===== config.mk =====
export PLATFORM = sky130hd
export DESIGN_NAME = wb_arbiter2
export DESIGN_NICKNAME = d
export VERILOG_FILES = /design/src/rtl/wb_arbiter2.sv
export SDC_FILE = /design/constraint.sdc
export NUM_CORES = 1
export LEC_CHECK = 0
export CAP_MARGIN = 0
export CORE_AREA = 2 2 124 126
export DETAILED_ROUTE_END_ITERATION = 8
export DIE_AREA = 0 0 126 128
export PLACE_DENSITY = 0.53
export SYNTH_ARGS = -nofsm -noshare
export SYNTH_HDL_FRONTEND = slang
export SYNTH_SLANG_ARGS = --single-unit

===== constraint.sdc =====
create_clock -name clk -period 2.85 [get_ports clk]
set_input_delay 0.285 -clock clk [delete_from_list [all_inputs] [get_ports clk]]
set_output_delay 0.285 -clock clk [all_outputs]
set_load 0.02 [all_outputs]

===== src/rtl/wb_arbiter2.sv =====
// Two-master Wishbone arbiter with round-robin tie-break, ownership locked for the whole cyc.
// Optional stall watchdog enabled by defining WB_ARB_TIMEOUT_EN (limit = TIMEOUT cycles).
module wb_arbiter2 #(
    parameter int unsigned TIMEOUT = 255,
    parameter int unsigned AW      = 32
) (
    input  logic          clk,
    input  logic          reset,
    input  logic          m0_cyc_i,
    input  logic          m0_stb_i,
    input  logic          m0_we_i,
    input  logic [3:0]    m0_sel_i,
    input  logic [AW-1:0] m0_adr_i,
    input  logic [31:0]   m0_dat_i,
    output logic [31:0]   m0_dat_o,
    output logic          m0_ack_o,
    output logic          m0_err_o,
    input  logic          m1_cyc_i,
    input  logic          m1_stb_i,
    input  logic          m1_we_i,
    input  logic [3:0]    m1_sel_i,
    input  logic [AW-1:0] m1_adr_i,
    input  logic [31:0]   m1_dat_i,
    output logic [31:0]   m1_dat_o,
    output logic          m1_ack_o,
    output logic          m1_err_o,
    output logic          s_cyc_o,
    output logic          s_stb_o,
    output logic          s_we_o,
    output logic [3:0]    s_sel_o,
    output logic [AW-1:0] s_adr_o,
    output logic [31:0]   s_dat_o,
    input  logic [31:0]   s_dat_i,
    input  logic          s_ack_i,
    input  logic          s_err_i,
    output logic [1:0]    grant_o
);

    if (TIMEOUT < 1 || TIMEOUT > 65535) begin : g_bad_timeout
        $error("wb_arbiter2: TIMEOUT must lie in 1..65535");
    end

    typedef enum logic [1:0] {
        IDLE = 2'd0,
        OWN0 = 2'd1,
        OWN1 = 2'd2
    } state_t;

    state_t state_q, state_d;
    // last_served: 0 = m0 served last, 1 = m1 served last
    logic   last_q, last_d;
    logic   tmo_hit;

    always_ff @(posedge clk) begin
        if (reset) begin
            state_q <= IDLE;
            last_q  <= 1'b1;
        end else begin
            state_q <= state_d;
            last_q  <= last_d;
        end
    end

    always_comb begin
        state_d = state_q;
        last_d  = last_q;
        case (state_q)
            IDLE: begin
                if (m0_cyc_i && m1_cyc_i) state_d = last_q ? OWN0 : OWN1;
                else if (m0_cyc_i)        state_d = OWN0;
                else if (m1_cyc_i)        state_d = OWN1;
            end
            OWN0: begin
                if (!m0_cyc_i) begin
                    state_d = IDLE;
                    last_d  = 1'b0;
                end
            end
            OWN1: begin
                if (!m1_cyc_i) begin
                    state_d = IDLE;
                    last_d  = 1'b1;
                end
            end
            default: state_d = IDLE;
        endcase
    end

`ifdef WB_ARB_TIMEOUT_EN
    localparam logic [15:0] TMO_LIMIT = 16'(TIMEOUT);

    logic [15:0] tmo_q, tmo_d;
    logic        own_stb;

    assign own_stb = (state_q == OWN0) ? m0_stb_i :
                     (state_q == OWN1) ? m1_stb_i : 1'b0;
    assign tmo_hit = (state_q != IDLE) && (tmo_q == TMO_LIMIT);

    // Counts consecutive stalled strobe cycles; any response, idle strobe or handover restarts it.
    always_comb begin
        if (state_d != state_q || tmo_hit || !own_stb || s_ack_i || s_err_i) tmo_d = 16'd0;
        else                                                                   tmo_d = tmo_q + 16'd1;
    end

    always_ff @(posedge clk) begin
        if (reset) tmo_q <= 16'd0;
        else       tmo_q <= tmo_d;
    end
`else
    assign tmo_hit = 1'b0;
`endif

    always_comb begin
        grant_o  = 2'b00;
        s_cyc_o  = 1'b0;
        s_stb_o  = 1'b0;
        s_we_o   = 1'b0;
        s_sel_o  = 4'd0;
        s_adr_o  = '0;
        s_dat_o  = 32'd0;
        m0_ack_o = 1'b0;
        m0_err_o = 1'b0;
        m0_dat_o = 32'd0;
        m1_ack_o = 1'b0;
        m1_err_o = 1'b0;
        m1_dat_o = 32'd0;
        case (state_q)
            OWN0: begin
                grant_o  = 2'b01;
                s_cyc_o  = m0_cyc_i;
                s_stb_o  = m0_stb_i & ~tmo_hit;
                s_we_o   = m0_we_i;
                s_sel_o  = m0_sel_i;
                s_adr_o  = m0_adr_i;
                s_dat_o  = m0_dat_i;
                m0_ack_o = s_ack_i;
                m0_err_o = s_err_i | tmo_hit;
                m0_dat_o = s_dat_i;
            end
            OWN1: begin
                grant_o  = 2'b10;
                s_cyc_o  = m1_cyc_i;
                s_stb_o  = m1_stb_i & ~tmo_hit;
                s_we_o   = m1_we_i;
                s_sel_o  = m1_sel_i;
                s_adr_o  = m1_adr_i;
                s_dat_o  = m1_dat_i;
                m1_ack_o = s_ack_i;
                m1_err_o = s_err_i | tmo_hit;
                m1_dat_o = s_dat_i;
            end
            default: ;
        endcase
    end

endmodule


# ---- Word level (Yosys, flattened, before mapping)
# Index checks and enable logic that the tools add are counted.
dict set report totals {
  regBits 3
  in_bits 178
  output_inout_bits 141
  elab_cells 35
}
dict set report classes {
  n_reduce_logical 5
  mux 23
  eq_ne 5
}
# cell count
set op_table {}
lappend op_table {{$pmux W32 S2} 2}
lappend op_table {{$mux W32} 2}
lappend op_table {{$mux W2} 6}
lappend op_table {{$pmux W1 S2} 4}
lappend op_table {{$pmux W4 S2} 1}
lappend op_table {{$mux W1} 6}
lappend op_table {{$pmux W2 S3} 1}
lappend op_table {{$reduce_and A3 Y1} 2}
lappend op_table {{$ne A2 B2 Y1 const B} 2}
lappend op_table {{$ne A4 B4 Y1 const B} 1}
lappend op_table {{$pmux W2 S2} 1}
lappend op_table {{$eq A2 B1 Y1 const B} 1}
lappend op_table {{$eq A2 B2 Y1 const B} 1}
lappend op_table {{$logic_not A2 Y1} 1}
lappend op_table {{$reduce_bool A2 Y1} 1}
lappend op_table {{$logic_and A1 B1 Y1} 1}

# ---- Depth between registers and ports, before layout
# Gate-level depths: netlist of the first run.
dict set report depth {
  ltp_word 4
  mapped_depth 8
  depth_no_buf 5
}

# ---- Worst setup path after synthesis of the first run
# Ideal clock, no wire load.
dict set report synth_timing {
  path_type {flip-flop to output port}
  from {reg state_q[1]}
  to {out s_adr_o[10]}
  slack_ns 1.061
  path_stages_with_launch 8
  t_required_ns 2.565
  n_path_buf 3
  t_arrival_ns 1.504
  cell_sequence {dfxtp_1 -> inv_1 -> ha_1 -> buf_6 -> buf_2 -> clkbuf_1 -> a22oi_1 -> nor2b_1}
}
dict set report synth_between {
  elab_chain_cells 2
}
# item line_no
set synth_rtl {}
lappend synth_rtl {{start, declared} 49} ;# state_t state_q, state_d;
lappend synth_rtl {{start signal, assigned} 59} ;# state_q <= state_d;
lappend synth_rtl {{$eq A2 B2 Y1 / $eq A2 B1 Y1 (equally long branches)} 127} ;# case (state_q)
lappend synth_rtl {{$pmux W32 S2 *} 127}
lappend synth_rtl {{end, declared} 31} ;# output logic [AW-1:0] s_adr_o,
# Every way passes the cells marked *; elsewhere a longest branch is shown, timed or not.

# ---- Worst setup path after layout of the first run
dict set report layout_timing {
  from {reg state_q[0]}
  to {out s_dat_o[2]}
}
dict set report layout_between {
  elab_chain_cells 2
}
# item line_no
set layout_rtl {}
lappend layout_rtl {{$eq A2 B2 Y1 / $eq A2 B1 Y1 (equally long branches)} 127}
lappend layout_rtl {{$pmux W32 S2 *} 127}
lappend layout_rtl {{end, declared} 32} ;# output logic [31:0] s_dat_o,
# Marks and branches as above.

==> impl_metrics.xml, run 1 <==
<?xml version="1.0" encoding="UTF-8"?>
<metrics>
  <group name="layout">
    <metric name="final_cells" unit="">754</metric>
    <metric name="finish.instance_area" unit="µm²">5230</metric>
    <metric name="number_of_filler_cells_placed_in_the_layout" unit="">1571</metric>
    <metric name="insertedDiodeCount" unit="">0</metric>
    <metric name="post_route_cells_drive_above_1_share" unit="%">2.65</metric>
    <metric name="fin_nets" unit="">750</metric>
    <metric name="syn2layout_area_growth" unit="%">198</metric>
    <metric name="seq_area" unit="µm²">60.1</metric>
    <metric name="multi_input_comb_area" unit="µm²">1570</metric>
  </group>
  <group name="power">
    <metric name="power_density" unit="nW/µm²">240</metric>
    <metric name="cellLeakagePower" unit="nW">1.74</metric>
    <metric name="finalPower" unit="mW">1.25</metric>
    <metric name="irDropWorstVdd" unit="µV">137</metric>
  </group>
  <group name="critical_path">
    <metric name="rr_startpoint" unit="">state_q[0]</metric>
    <metric name="r2r_end" unit="">state_q[0]</metric>
    <metric name="arrival" unit="ns">2.33</metric>
    <metric name="setup.worst_path.end" unit="">s_dat_o[2]</metric>
    <metric name="worstSetupPathType" unit="">reg -&gt; out</metric>
    <metric name="start_kind" unit="">flip-flop</metric>
    <metric name="critical_path.endpoint_type" unit="">primary output</metric>
    <metric name="critical_path.startpoint" unit="">state_q[0]</metric>
    <metric name="required" unit="ns">2.57</metric>
    <metric name="setup.reg_to_reg.worst_slack" unit="ns">0.91</metric>
    <metric name="critPathMaxFanout" unit="">40</metric>
    <metric name="r2r_cells" unit="">6</metric>
  </group>
  <group name="cts">
    <metric name="clk_root_buffer_cell" unit="">clkbuf_16</metric>
    <metric name="clock_tree.htree_level_count" unit="">1</metric>
    <metric name="cts.repair.resized" unit="">0</metric>
    <metric name="cts.path.max_buffers" unit="">2</metric>
    <metric name="insertion_delay" unit="ns">0.22</metric>
    <metric name="tritoncts_num_sinks" unit="">3</metric>
    <metric name="hold_buffers" unit="">0</metric>
    <metric name="cts_setup_buffers" unit="">0</metric>
    <metric name="clock_tree_from_tritoncts" unit="">yes</metric>
    <metric name="cts.reportedPaths.clkPinSlew" unit="ns">0.03</metric>
    <metric name="cts_buffers" unit="">3</metric>
  </group>
  <group name="yosys">
    <metric name="synth_top_area_share" unit="%">30.0</metric>
    <metric name="synth.top_cells.by_count" unit="">71 x nor2b_1, 70 x a22oi_1, 69 x and2_1, 28 x clkbuf_1, 5 x ha_1</metric>
    <metric name="netlist_area" unit="µm²">1750</metric>
    <metric name="seq_total_area_yosys" unit="%">3.43</metric>
    <metric name="synth_cells" unit="">266</metric>
    <metric name="synthDominantAreaCellType" unit="">a22oi_1</metric>
    <metric name="synth-edff-count" unit="">0</metric>
    <metric name="ys_seq_elements" unit="">3</metric>
    <metric name="netlist-cell-type-count" unit="">19</metric>
    <metric name="synthesis.nets" unit="">449</metric>
    <metric name="async_reset_ff_share" unit="%">0</metric>
    <metric name="synth.yosys.warnings" unit="">0</metric>
    <metric name="post_synth.cell_area_avg" unit="µm²">6.59</metric>
    <metric name="synth.most_common_cell" unit="">nor2b_1</metric>
    <metric name="synth.area.top_cells" unit="">a22oi_1 30%, nor2b_1 25%, and2_1 25%, clkbuf_1 6.0%, ha_1 3.6%</metric>
    <metric name="ys_dominant_reg_cell" unit="">dfxtp_1</metric>
  </group>
  <group name="floorplan">
    <metric name="die_h" unit="µm">128</metric>
    <metric name="floorplan.core_area" unit="µm²">14900</metric>
    <metric name="die_x_extent" unit="µm">126</metric>
    <metric name="placementRows" unit="">45</metric>
    <metric name="ioPinCount" unit="">319</metric>
    <metric name="initial_utilization" unit="%">11.8</metric>
    <metric name="die_area" unit="µm²">16100</metric>
  </group>
  <group name="route">
    <metric name="dr.pass1.iters" unit="">4</metric>
    <metric name="num_vias" unit="">3119</metric>
    <metric name="drt-vias-per-instance" unit="">4.14</metric>
    <metric name="wire_per_inst" unit="µm">15.5</metric>
    <metric name="drtAntennaViolNets" unit="">0</metric>
    <metric name="drcViolationCount" unit="">0</metric>
    <metric name="routed_wirelength" unit="µm">11700</metric>
    <metric name="drt_first_iter_violations" unit="">90</metric>
  </group>
  <group name="global_routing">
    <metric name="grt_start_max_net_pins" unit="">52</metric>
    <metric name="first_global_vias" unit="">3027</metric>
    <metric name="globalRouteTotalUtil" unit="%">13.2</metric>
    <metric name="globalRoute.totalOverflow" unit="">0</metric>
    <metric name="wire_length_of_the_first_global_routing_pass" unit="µm">17200</metric>
    <metric name="initial_antenna_violation_count" unit="">0</metric>
  </group>
  <group name="timing">
    <metric name="final.setup_skew" unit="ns">0.000780</metric>
    <metric name="setup_violations" unit="">0</metric>
    <metric name="period_share" unit="%">91.9</metric>
    <metric name="final.setup.worst_slack" unit="ns">0.231</metric>
    <metric name="rsz0062_at_grt" unit="">false</metric>
    <metric name="max_freq" unit="GHz">0.382</metric>
    <metric name="finalMaxSlewViolations" unit="">0</metric>
    <metric name="finalHoldViolCount" unit="">0</metric>
    <metric name="min_period" unit="ns">2.62</metric>
    <metric name="timing_worst_slew_pin_value" unit="ns">0.414</metric>
    <metric name="slew_headroom" unit="%">72.4</metric>
    <metric name="timing.setup.tns" unit="ns">0</metric>
  </group>
  <group name="placement">
    <metric name="globalplace.congestion" unit="">0.787</metric>
    <metric name="place.port_buffers" unit="">318</metric>
    <metric name="place_ws" unit="ns">0.419</metric>
    <metric name="post_detailed_placement_half_perimeter_wirelength" unit="µm">9560</metric>
    <metric name="placed_area" unit="µm²">5150</metric>
    <metric name="dpl.cell_count" unit="">750</metric>
  </group>
  <group name="outcome">
    <metric name="outcome" unit="">finished clean</metric>
  </group>
  <group name="job">
    <metric name="max_cap_viol_count" unit="">0</metric>
  </group>
  <group name="hold_path">
    <metric name="worst_hold_path_type" unit="">reg -&gt; reg</metric>
  </group>
</metrics>
[kinds of logic after synthesis]
logic type	count (synthesis)	share of synthesized area, %
AND/OR/NAND/NOR	144	51.5
flip-flops	3	3.43
adder cells (fa/ha/maj)	5	3.57
AO/OA/AOI/OAI	79	33.3
buffers and inverters	35	8.21
[report_power, final]
group	leakage (nW)	total (mW)	internal, mW	switching, mW
Clock	0.0382	0.223	0.185	0.0384
Combinational	1.68	0.977	0.552	0.425
Sequential	0.0247	0.0529	0.0470	0.00590
[layout make-up]
| class | instances | share of cell area (%) |
|---|---|---|
| clock buffers | 4 | 1.51 |
| flip-flops and latches | 3 | 1.15 |
| well taps | 188 | 4.50 |
| multi-input cells | 228 | 29.9 |
| repair buffers | 327 | 62.6 |
| inverters | 4 | 0.287 |
[per-layer routing]
layer | wire length, µm | vias to the layer above | GRT usage, %
met3 | 793 | 12 | 2.00
met5 | 0 | - | 0
met2 | 6100 | 157 | 24.6
met1 | 4690 | 1425 | 15.9
met4 | 138 | 0 | 2.91
li1 | - | 1525 | -
[state kept, by name, summed over array words and instances (netlist names)]
register  count
state_q       2
last_q        1
[layout by cell type, fill, tap and decap left out]
cell / Yosys / final
a2111o_1: 1 / 1
a21oi_1: 4 / 4
a22o_1: 1 / 1
a22oi_1: 70 / 70
and2_1: 69 / 69
buf_12: 0 / 2
buf_4: 1 / 7
clkbuf_1: 28 / 1
clkbuf_16: 0 / 3
clkdlybuf4s50_1: 0 / 318
dfxtp_1: 3 / 3
ha_1: 5 / 2
ha_2: 0 / 2
ha_4: 0 / 1
inv_1: 4 / 4
nand2b_1: 1 / 1
nor2_1: 1 / 1
nor2b_1: 71 / 71
nor3b_1: 1 / 1
o21ai_0: 2 / 2
o21bai_1: 1 / 1
or4b_1: 1 / 1
[how the worst min path moves through the flow]
stage                     from    endpoint  slack [ns]  cells after the start
finish              state_q[1]  state_q[1]        0.53                      2
CTS                 state_q[1]  state_q[1]        0.53                      2
floorplan                reset  state_q[0]        0.35                      1
detailed placement  state_q[1]  state_q[1]        0.53                      2
global placement    state_q[1]  state_q[1]        0.52                      2
global route        state_q[1]  state_q[1]        0.56                      2
[worst max-delay path, stage by stage, from the launching register on]
cell and delay, ns:
dfxtp_1 0.35, inv_1 0.13, ha_2 0.46, buf_12 0.26, a22oi_1 0.12, nor2b_1 0.15, clkdlybuf4s50_1 0.62
[metrics by stage]
step           util, %  hold slack, ns
6_report          35.2           0.526
3_5_place_dp      34.7           0.525
4_1_cts           35.2           0.530
3_3_place_gp      34.7           0.520
2_1_floorplan        -           0.354
5_1_grt           35.2           0.556
(Power assumes the default switching activity.)
==> inputs of run 2 (changes only) <==
--- a/config.mk
+++ b/config.mk
@@ -9,7 +9,8 @@
 export CORE_AREA = 2 2 124 126
 export DETAILED_ROUTE_END_ITERATION = 8
 export DIE_AREA = 0 0 126 128
-export PLACE_DENSITY = 0.53
+export PLACE_DENSITY_LB_ADDON = 0.15
+export RECOVER_POWER = 50
 export SYNTH_ARGS = -nofsm -noshare
 export SYNTH_HDL_FRONTEND = slang
 export SYNTH_SLANG_ARGS = --single-unit
==> run 2 against run 1 <==
  * Count of clock-buffer cells in the layout unchanged
  * Global-route usage decreased by 0.83 points
  * Clock skew increased by 0.0013 ns
  * Final area increased by 0.38%
  * Register-to-register slack improved by 0.04 ns
  * First-iteration DRC count decreased by 21%
==> impl_metrics.xml, run 2 (synthesized netlist as in run 1, its figures left out) <==
<?xml version="1.0" encoding="UTF-8"?>
<metrics>
  <group name="power">
    <metric name="internal-power" unit="mW">0.770</metric>
    <metric name="p_sw" unit="mW">0.459</metric>
    <metric name="power.switching_fraction" unit="%">37.3</metric>
    <metric name="power_density" unit="nW/µm²">234</metric>
    <metric name="pwr-share-comb" unit="%">77.6</metric>
    <metric name="clock_network_power_share" unit="%">18.1</metric>
    <metric name="irDropWorstVdd" unit="µV">179</metric>
    <metric name="seq_power_share" unit="%">4.3</metric>
    <metric name="cellLeakagePower" unit="nW">1.95</metric>
  </group>
  <group name="route">
    <metric name="routed_wirelength" unit="µm">11300</metric>
    <metric name="drt_first_iter_violations" unit="">71</metric>
    <metric name="drcViolationCount" unit="">0</metric>
    <metric name="dr.pass1.iters" unit="">4</metric>
    <metric name="drt-vias-per-instance" unit="">4.04</metric>
    <metric name="num_vias" unit="">3049</metric>
    <metric name="wire_per_inst" unit="µm">15.0</metric>
    <metric name="drtAntennaViolNets" unit="">0</metric>
  </group>
  <group name="global_routing">
    <metric name="groute.layer.met3.usage" unit="%">3.17</metric>
    <metric name="globalRoute.busiestLayer" unit="">met2</metric>
    <metric name="grt_use_met2" unit="%">24.5</metric>
    <metric name="first_global_vias" unit="">2988</metric>
    <metric name="initial_antenna_violation_count" unit="">0</metric>
    <metric name="globalRouteMet1Util" unit="%">12.9</metric>
    <metric name="globalRoute.totalOverflow" unit="">0</metric>
    <metric name="globalRouteTotalUtil" unit="%">12.3</metric>
    <metric name="grt_start_max_net_pins" unit="">42</metric>
    <metric name="wire_length_of_the_first_global_routing_pass" unit="µm">16100</metric>
  </group>
  <group name="layout">
    <metric name="final_common_cell" unit="">clkdlybuf4s50_1</metric>
    <metric name="layout_top_registers" unit="">state_q x2, last_q x1</metric>
    <metric name="syn2layout_area_growth" unit="%">200</metric>
    <metric name="fin_nets" unit="">750</metric>
    <metric name="post_route_cells_drive_above_1_share" unit="%">2.65</metric>
    <metric name="largest_register_ffs" unit="">2</metric>
    <metric name="regMostFlops" unit="">state_q</metric>
    <metric name="insertedDiodeCount" unit="">0</metric>
    <metric name="final_cell_mix" unit="">253 x clkdlybuf4s50_1, 71 x nor2b_1, 70 x a22oi_1</metric>
  </group>
  <group name="timing">
    <metric name="slew_headroom" unit="%">73.3</metric>
    <metric name="max_freq" unit="GHz">0.384</metric>
    <metric name="rsz0062_at_grt" unit="">false</metric>
    <metric name="hold_slack" unit="ns">0.520</metric>
    <metric name="min_period" unit="ns">2.60</metric>
    <metric name="timing.setup.tns" unit="ns">0</metric>
    <metric name="finalMaxSlewViolations" unit="">0</metric>
    <metric name="final.setup_skew" unit="ns">0.00207</metric>
    <metric name="setup_violations" unit="">0</metric>
    <metric name="period_share" unit="%">91.3</metric>
    <metric name="timing_worst_slew_pin_value" unit="ns">0.401</metric>
    <metric name="finalHoldViolCount" unit="">0</metric>
  </group>
  <group name="critical_path">
    <metric name="required" unit="ns">2.57</metric>
    <metric name="rr_startpoint" unit="">state_q[0]</metric>
    <metric name="arrival" unit="ns">2.32</metric>
    <metric name="worstSetupPathType" unit="">reg -&gt; out</metric>
    <metric name="critical_path.startpoint" unit="">state_q[1]</metric>
    <metric name="critical_path.endpoint_type" unit="">primary output</metric>
    <metric name="start_kind" unit="">flip-flop</metric>
    <metric name="critPathMaxFanout" unit="">25</metric>
  </group>
  <group name="cts">
    <metric name="tritoncts_num_sinks" unit="">3</metric>
    <metric name="cts_setup_buffers" unit="">0</metric>
    <metric name="cts.path.max_buffers" unit="">2</metric>
    <metric name="cts.reportedPaths.clkPinSlew" unit="ns">0.03</metric>
    <metric name="clock_tree.htree_level_count" unit="">1</metric>
    <metric name="hold_buffers" unit="">0</metric>
    <metric name="insertion_delay" unit="ns">0.22</metric>
    <metric name="cts_buffers" unit="">3</metric>
    <metric name="cts.repair.resized" unit="">0</metric>
    <metric name="clock_tree_from_tritoncts" unit="">yes</metric>
    <metric name="clk_root_buffer_cell" unit="">clkbuf_16</metric>
  </group>
  <group name="hold_path">
    <metric name="worst_hold_path_type" unit="">reg -&gt; reg</metric>
    <metric name="timing.hold.worst.start" unit="">state_q[1]</metric>
  </group>
  <group name="placement">
    <metric name="globalplace.congestion" unit="">0.756</metric>
    <metric name="post_detailed_placement_half_perimeter_wirelength" unit="µm">9260</metric>
    <metric name="place.port_buffers" unit="">318</metric>
  </group>
  <group name="floorplan">
    <metric name="placementRows" unit="">45</metric>
    <metric name="die_area" unit="µm²">16100</metric>
    <metric name="die_x_extent" unit="µm">126</metric>
    <metric name="floorplan.core_area" unit="µm²">14900</metric>
    <metric name="ioPinCount" unit="">319</metric>
    <metric name="die_h" unit="µm">128</metric>
    <metric name="initial_utilization" unit="%">11.8</metric>
  </group>
  <group name="job">
    <metric name="max_cap_viol_count" unit="">0</metric>
  </group>
  <group name="outcome">
    <metric name="outcome" unit="">finished clean</metric>
  </group>
</metrics>
## run 2: changes by cell type in the layout (fill, tap and decap cells not counted), sizes merged
| cell | previous run | this run |
|---|---|---|
| clkdlybuf4s50 | 318 | 253 |
| clkbuf | 4 | 6 |
| dlygate4sd3 | 0 | 65 |
| buf | 9 | 7 |
## run 2: critical path, stage by stage (launching register included)
cell and delay [ns]:
dfxtp_1 0.33, inv_1 0.13, ha_4 0.38, clkbuf_2 0.37, and2_1 0.19, dlygate4sd3_1 0.68
## run 2: through the flow
step	utilization [%]	power [mW]	area [µm²]	cells	worst slack [ns]
2_1_floorplan	-	0.488	1750	266	1.06
3_3_place_gp	34.8	1.04	5180	750	0.469
3_5_place_dp	34.8	1.04	5180	750	0.473
4_1_cts	35.4	1.27	5260	754	0.238
5_1_grt	35.3	1.31	5250	754	0.0766
6_report	35.3	1.23	5250	754	0.248
## run 2: layout make-up
class / count / area (µm²)
multi-input cells: 228 / 1570
repair buffers: 327 / 3300
flip-flops and latches: 3 / 60.1
inverters: 4 / 15.0
clock buffers: 4 / 78.8
well taps: 188 / 235
fillers: 1582 / 9610
## run 2: final timing paths
check                endpoint  slack [ns]  cells past startpoint
hold reg to reg    state_q[1]        0.52                      2
setup / recovery  m0_dat_o[2]        0.25                      5
setup reg to reg   state_q[0]        0.95                      6
hold / removal     state_q[1]        0.52                      2
## run 2: metal layers
layer  part of all wire (%)  vias up
met5                      0        -
met4                    1.5        0
met3                    8.3       10
met2                     54      155
met1                     36     1365
li1                       -     1519
## run 2: power by group through the flow
stage	clock network, mW	registers, mW	logic, mW
global placement	0	0.0529	0.986
detailed placement	0	0.0533	0.989
finish	0.222	0.0528	0.954
CTS	0.225	0.0528	0.994
floorplan	0	0.0510	0.437
global route	0.231	0.0535	1.03
